File: config.mk
export PLATFORM = sky130hd
export DESIGN_NAME = dbus_rr_arbiter
export DESIGN_NICKNAME = d
export VERILOG_FILES = /design/src/rtl/param_pkg.sv /design/src/rtl/dbus_rr_arbiter_rr_pick.sv /design/src/rtl/dbus_rr_arbiter.sv
export SDC_FILE = /design/constraint.sdc
export NUM_CORES = 1
export LEC_CHECK = 0
export ABC_AREA = 1
export ABC_CLOCK_PERIOD_IN_PS = 4900
export BUFFER_PORTS_ARGS = -buffer_cell sky130_fd_sc_hd__buf_2
export CAP_MARGIN = 20
export CELL_PAD_IN_SITES_DETAIL_PLACEMENT = 1
export CELL_PAD_IN_SITES_GLOBAL_PLACEMENT = 1
export CORE_AREA = 4 4 201 203
export DETAILED_ROUTE_END_ITERATION = 8
export DIE_AREA = 0 0 205 207
export GPL_TIMING_DRIVEN = 0
export PLACE_DENSITY_LB_ADDON = 0.1
export SYNTH_ARGS = -nofsm -noshare
export SYNTH_HDL_FRONTEND = slang
export SYNTH_HIERARCHICAL = 1
export SYNTH_SLANG_ARGS = --single-unit
File: constraint.sdc
create_clock -name clk -period 4.9 [get_ports clk]
set_clock_uncertainty 0.2 [all_clocks]
set_input_delay 0.245 -clock clk [delete_from_list [all_inputs] [get_ports clk]]
set_output_delay 0.245 -clock clk [all_outputs]
set_load 0.01 [all_outputs]
File: src/rtl/param_pkg.sv
// Shared widths and the arbiter state encoding for the CPU data-bus arbiter.
package param_pkg;
  localparam int N_CPU     = 4;
  localparam int DBUS_AW   = 32;
  localparam int DBUS_DW   = 32;
  localparam int DBUS_ISEL = 4;

  typedef enum logic [1:0] {
    IDLE  = 2'd0,
    ISSUE = 2'd1,
    RESP  = 2'd2
  } arb_state_t;
endpackage

File: src/rtl/dbus_rr_arbiter_rr_pick.sv
// Rotating priority encoder: first eligible bit at or above rr_ptr, with wrap.
module rr_pick #(
  parameter int N  = 4,
  parameter int IW = 2
) (
  input  logic [N-1:0]  eligible,
  input  logic [IW-1:0] rr_ptr,
  output logic          valid,
  output logic [IW-1:0] index
);
  logic [N-1:0] w_rot;
  int           w_sum;

  // Rotate so bit 0 of w_rot is the requester currently holding top priority.
  assign w_rot = N'({eligible, eligible} >> rr_ptr);

  always_comb begin
    valid = 1'b0;
    index = '0;
    w_sum = 0;
    for (int k = N - 1; k >= 0; k--) begin
      if (w_rot[k]) begin
        w_sum = int'(rr_ptr) + k;
        if (w_sum >= N) w_sum = w_sum - N;
        valid = 1'b1;
        index = IW'(w_sum);
      end
    end
  end
endmodule

File: src/rtl/dbus_rr_arbiter.sv
// Round-robin arbiter sharing one downstream data-bus port among N_CPU masters.
// Optional watchdog on the downstream ack is enabled by defining DBUS_ARB_TIMEOUT_EN.
module dbus_rr_arbiter
  import param_pkg::*;
#(
  parameter int N_CPU          = param_pkg::N_CPU,
  parameter int DBUS_AW        = param_pkg::DBUS_AW,
  parameter int DBUS_DW        = param_pkg::DBUS_DW,
  parameter int DBUS_ISEL      = param_pkg::DBUS_ISEL,
  parameter int TIMEOUT_CYCLES = 256
) (
  input  logic                          clk,
  input  logic                          reset,
  input  logic [N_CPU-1:0]              req_m2dbiu,
  input  logic [N_CPU*DBUS_AW-1:0]      adr_m2dbiu_flat,
  input  logic [N_CPU*DBUS_DW-1:0]      dat_m2dbiu_flat,
  input  logic [N_CPU-1:0]              we_m2dbiu,
  input  logic [N_CPU*DBUS_ISEL-1:0]    sel_m2dbiu_flat,
  output logic [N_CPU*DBUS_DW-1:0]      dat_dbiu2m_flat,
  output logic [N_CPU-1:0]              ack_dbiu2m,
  output logic [N_CPU-1:0]              err_dbiu2m,
  output logic                          req_arb2s,
  output logic [DBUS_AW-1:0]            adr_arb2s,
  output logic [DBUS_DW-1:0]            dat_arb2s,
  output logic                          we_arb2s,
  output logic [DBUS_ISEL-1:0]          sel_arb2s,
  input  logic [DBUS_DW-1:0]            dat_s2arb,
  input  logic                          ack_s2arb,
  output logic [$clog2(N_CPU)-1:0]      gnt_id,
  output logic                          busy
);
  localparam int IW = $clog2(N_CPU);
  localparam int FW = N_CPU * DBUS_DW;

  arb_state_t       r_state;
  logic [IW-1:0]    r_rr_ptr;
  logic [N_CPU-1:0] r_holdoff;

  logic [N_CPU-1:0] w_elig;
  logic             w_vld;
  logic [IW-1:0]    w_idx;
  logic [N_CPU-1:0] w_gnt_oh;
  logic [IW-1:0]    w_ptr_nxt;

`ifdef DBUS_ARB_TIMEOUT_EN
  localparam int TW = $clog2(TIMEOUT_CYCLES + 1);
  logic [TW-1:0] r_tmo;
`else
  localparam int unused_tmo_cycles = TIMEOUT_CYCLES;
  assign err_dbiu2m = '0;
`endif

  // The master just served is masked for one IDLE cycle so it can drop its request.
  assign w_elig    = req_m2dbiu & ~r_holdoff;
  assign w_gnt_oh  = N_CPU'(1) << gnt_id;
  assign w_ptr_nxt = (gnt_id == IW'(N_CPU - 1)) ? '0 : gnt_id + 1'b1;

  rr_pick #(.N(N_CPU), .IW(IW)) u_pick (
    .eligible (w_elig),
    .rr_ptr   (r_rr_ptr),
    .valid    (w_vld),
    .index    (w_idx)
  );

  always_ff @(posedge clk) begin
    if (reset) begin
      r_state         <= IDLE;
      r_rr_ptr        <= '0;
      r_holdoff       <= '0;
      gnt_id          <= '0;
      busy            <= 1'b0;
      req_arb2s       <= 1'b0;
      adr_arb2s       <= '0;
      dat_arb2s       <= '0;
      we_arb2s        <= 1'b0;
      sel_arb2s       <= '0;
      ack_dbiu2m      <= '0;
      dat_dbiu2m_flat <= '0;
`ifdef DBUS_ARB_TIMEOUT_EN
      err_dbiu2m      <= '0;
      r_tmo           <= '0;
`endif
    end else begin
      case (r_state)
        IDLE: begin
          r_holdoff <= '0;
          if (w_vld) begin
            gnt_id    <= w_idx;
            adr_arb2s <= adr_m2dbiu_flat[w_idx*DBUS_AW +: DBUS_AW];
            dat_arb2s <= dat_m2dbiu_flat[w_idx*DBUS_DW +: DBUS_DW];
            we_arb2s  <= we_m2dbiu[w_idx];
            sel_arb2s <= sel_m2dbiu_flat[w_idx*DBUS_ISEL +: DBUS_ISEL];
            req_arb2s <= 1'b1;
            busy      <= 1'b1;
            r_state   <= ISSUE;
`ifdef DBUS_ARB_TIMEOUT_EN
            r_tmo     <= '0;
`endif
          end
        end
        ISSUE: begin
          // A real ack wins over a watchdog expiry in the same cycle.
          if (ack_s2arb) begin
            req_arb2s       <= 1'b0;
            ack_dbiu2m      <= w_gnt_oh;
            dat_dbiu2m_flat <= FW'(dat_s2arb) << (gnt_id * DBUS_DW);
            r_state         <= RESP;
          end
`ifdef DBUS_ARB_TIMEOUT_EN
          else if (r_tmo == TW'(TIMEOUT_CYCLES - 1)) begin
            req_arb2s       <= 1'b0;
            ack_dbiu2m      <= w_gnt_oh;
            err_dbiu2m      <= w_gnt_oh;
            dat_dbiu2m_flat <= '0;
            r_state         <= RESP;
          end else begin
            r_tmo <= r_tmo + 1'b1;
          end
`endif
        end
        RESP: begin
          ack_dbiu2m      <= '0;
          dat_dbiu2m_flat <= '0;
`ifdef DBUS_ARB_TIMEOUT_EN
          err_dbiu2m      <= '0;
`endif
          busy            <= 1'b0;
          r_rr_ptr        <= w_ptr_nxt;
          r_holdoff       <= w_gnt_oh;
          r_state         <= IDLE;
        end
        default: r_state <= IDLE;
      endcase
    end
  end
endmodule

==> flow_summary.yaml <==
synthesis:
  syn_area_um2: 11900
  synth_ff_type: "dfxtp_1"
  synth_cell_type_count: 27
  syn_area_per_cell_um2: 5.58
  synth.area.top_cells: "dfxtp_1 36%, nor2_1 22%, nand2_1 21%, inv_1 6.8%, nand3_1 3.3%"
  syn_inst: 2134
  yosys_warnings: 6
  synth-seq-area-share: 0.358
  ys_ff_latch: 213
  synth_edf_count: 0
  netlist.area_leader.share: 0.358
  synth_largest_area_cell: "dfxtp_1"
  synthArstFlopShare: 0
power:
  peakVddDrop_v: 0.000234
  power_mw: 6.60
  swShare: 0.358
  power.density_nw_per_um2: 357
  combPwrFrac: 0.385
  p_sw_mw: 2.36
  p_int_mw: 4.24
  p_leak_nw: 10.1
  p_clk_frac: 0.297
  seqPwrFrac: 0.318
finish:
  final_common_cell: "nor2_1"
  stdcell_area_um2: 18500
  final_cell_mix: "712 x nor2_1, 657 x nand2_1, 582 x buf_2"
  area_growth_pct: 55.2
  fill_cells: 5460
  nNetsFinal: 3239
  fin_cells: 3487
  drive_above_1_share: 0.220
die:
  fp.dieArea_um2: 42400
  fp-row-count: 72
  die_y_um: 207
  core_um2: 38500
  initial_core_util: 0.310
  num_io_pins: 524
  dieWidth_um: 205
timing:
  hold_viol_final: 0
  slew_headroom: 0.479
  worst_pin_slew_ns: 0.781
  worst_hold_slack_ns: 0.0186
  setup_viol: 0
  rsz0062_at_grt: "no"
  finalSetupTns_ns: 0
  finalCritPeriodShare: 0.806
  max_clock_freq_mhz: 253
  maxSlewViolCount: 0
  fin_crit_ns: 3.95
cts:
  cts_tree: "yes"
  clk-insertion-delay-late_ns: 0.53
  clk_pin_slew_ns: 0.06
  cts-resized-gates: 0
  htreeDepth: 1
  cts-root-buf: "clkbuf_16"
  cts_buffers: 26
  clock_path_buffers: 3
  cts_post_setup_buffers_inserted: 0
  cts.sinks: 213
worst_setup_path:
  endpoint_kind: "flip-flop"
  max_stage_delay_ns: 0.61
  cpMostUsedCell: "nand2_1"
  cp-start-kind: "flip-flop"
  path_cells: "nor2_1, inv_1, nand2_1, nand3_1, nand2_2, nand3_1, nand2_1, nand2_1, nand2_1, buf_2, clkbuf_1, nor2_1, nor2_1, o21ai_0, dlygate4sd3_1, nand3_1, dlygate4sd3_1, nand2_1, inv_1"
  path_class: "flip-flop to flip-flop"
  cp.required_ns: 5.18
  arrival_ns: 4.23
  slowest_stage: "dlygate4sd3_1"
  critPathMaxFanout: 10
global_route:
  grt_antenna_before_repair: 37
  grtUsageTotal: 0.272
  gr-total-overflow: 0
  grt_pass1_vias: 17000
  grt_max_degree: 13
  grt_pass1_wl_um: 92000
run_status:
  outcome: "finished, final reports clean"
route:
  first_pass_iters: 5
  drt-initial-drc-count: 525
  wl_per_cell_um: 17.2
  vias: 15700
  drc: 0
  drt_wl_total_um: 60100
  vias_per_cell: 4.51
  ant_nets: 0
hold_path:
  hold_class: "primary input to flip-flop"
place:
  hpwl_um: 46500
  numPortBuffers: 518
  place_inst: 3173
  placed_cell_area_um2: 15200
  routabilityCongestion: 0.911
run:
  maxCapViolCount: 0
[path summary, 6_finish.rpt]
kind	start	endpoint	slack [ns]	depth (start not counted)
setup / recovery	r_holdoff[1]	dat_arb2s[25]	0.95	19
hold / removal	reset	sel_arb2s[3]	0.02	4
setup reg to reg	r_holdoff[1]	dat_arb2s[25]	0.95	19
hold reg to reg	r_holdoff[2]	r_holdoff[2]	0.26	2
[cells in the mapped netlist, types with 2 or more instances]
cell	n
ha_1	4
clkinv_1	2
nand2_1	657
nor2_2	3
nand2_2	5
buf_1	14
nor2_1	712
inv_1	217
clkbuf_1	51
dfxtp_1	213
inv_2	4
nand3_1	78
o21ai_0	73
nand4_1	5
buf_4	6
a21oi_1	15
nand2_4	2
buf_2	64
[critical path, delay by kind of cell, from the launching register on]
family	cells	cell delay, ns
and+or+nand+nor	12	1.24
DFF	1	0.31
buffers and inverters	6	2.02
AOI/OAI and AO/OA	1	0.12
[cell families after synthesis]
group | Yosys count | synth area share
AND/OR/NAND/NOR | 1463 | 0.474
buffers and inverters | 360 | 0.123
flip-flops | 213 | 0.358
AO/OA/AOI/OAI | 92 | 0.0395
adder cells (fa/ha/maj) | 4 | 0.00420
XOR/XNOR | 1 | 0.000736
other | 1 | 0.000315
[through the flow]
stage / worst slack (ns) / utilization
after floorplan: 2.75 / -
after global placement: 1.89 / 0.394
after detailed placement: 1.87 / 0.394
after CTS: 0.962 / 0.478
after global routing: 0.625 / 0.480
final: 0.951 / 0.480
[sequential cells by signal, indices dropped and copies added, names as in the netlist]
name,flops
we_arb2s,1
ack_dbiu2m,4
adr_arb2s,32
r_holdoff,4
gnt_id,2
dat_dbiu2m_flat,128
req_arb2s,1
r_rr_ptr,2
busy,1
sel_arb2s,4
r_state,2
dat_arb2s,32
[cell type report]
cell class / count / area [um^2] / area share
Multi-Input combinational cell: 1564 / 6190 / 0.335
Timing Repair Buffer: 755 / 4960 / 0.269
Sequential cell: 213 / 4260 / 0.231
Inverter: 224 / 846 / 0.0458
Clock buffer: 42 / 822 / 0.0445
Tap cell: 518 / 648 / 0.0351
Buffer: 136 / 621 / 0.0336
Antenna cell: 30 / 75.1 / 0.00406
Clock inverter: 5 / 50.0 / 0.00271
[routing by layer]
| layer | up-vias | part of all wire | track usage | wire (um) |
|---|---|---|---|---|
| li1 | 7888 | - | - | - |
| met1 | 7229 | 0.38 | 0.290 | 22900 |
| met2 | 425 | 0.50 | 0.487 | 29900 |
| met3 | 165 | 0.068 | 0.0755 | 4090 |
| met4 | 18 | 0.051 | 0.139 | 3080 |
| met5 | - | 0.0024 | 0 | 142 |
[power by group through the flow]
stage / Combinational, mW / Sequential, mW / Clock (mW)
after floorplan: 1.14 / 2.22 / 0
after global placement: 2.05 / 2.12 / 0
after detailed placement: 2.09 / 2.13 / 0
after CTS: 2.51 / 2.10 / 2.01
after global routing: 2.84 / 2.12 / 2.09
final: 2.54 / 2.10 / 1.96
[timing repair]
action	CTS	global route
hold buffers	237	0
setup endpoints to repair	0	0
endpoints found under the hold margin	196	0
(Power assumes the default switching activity.)
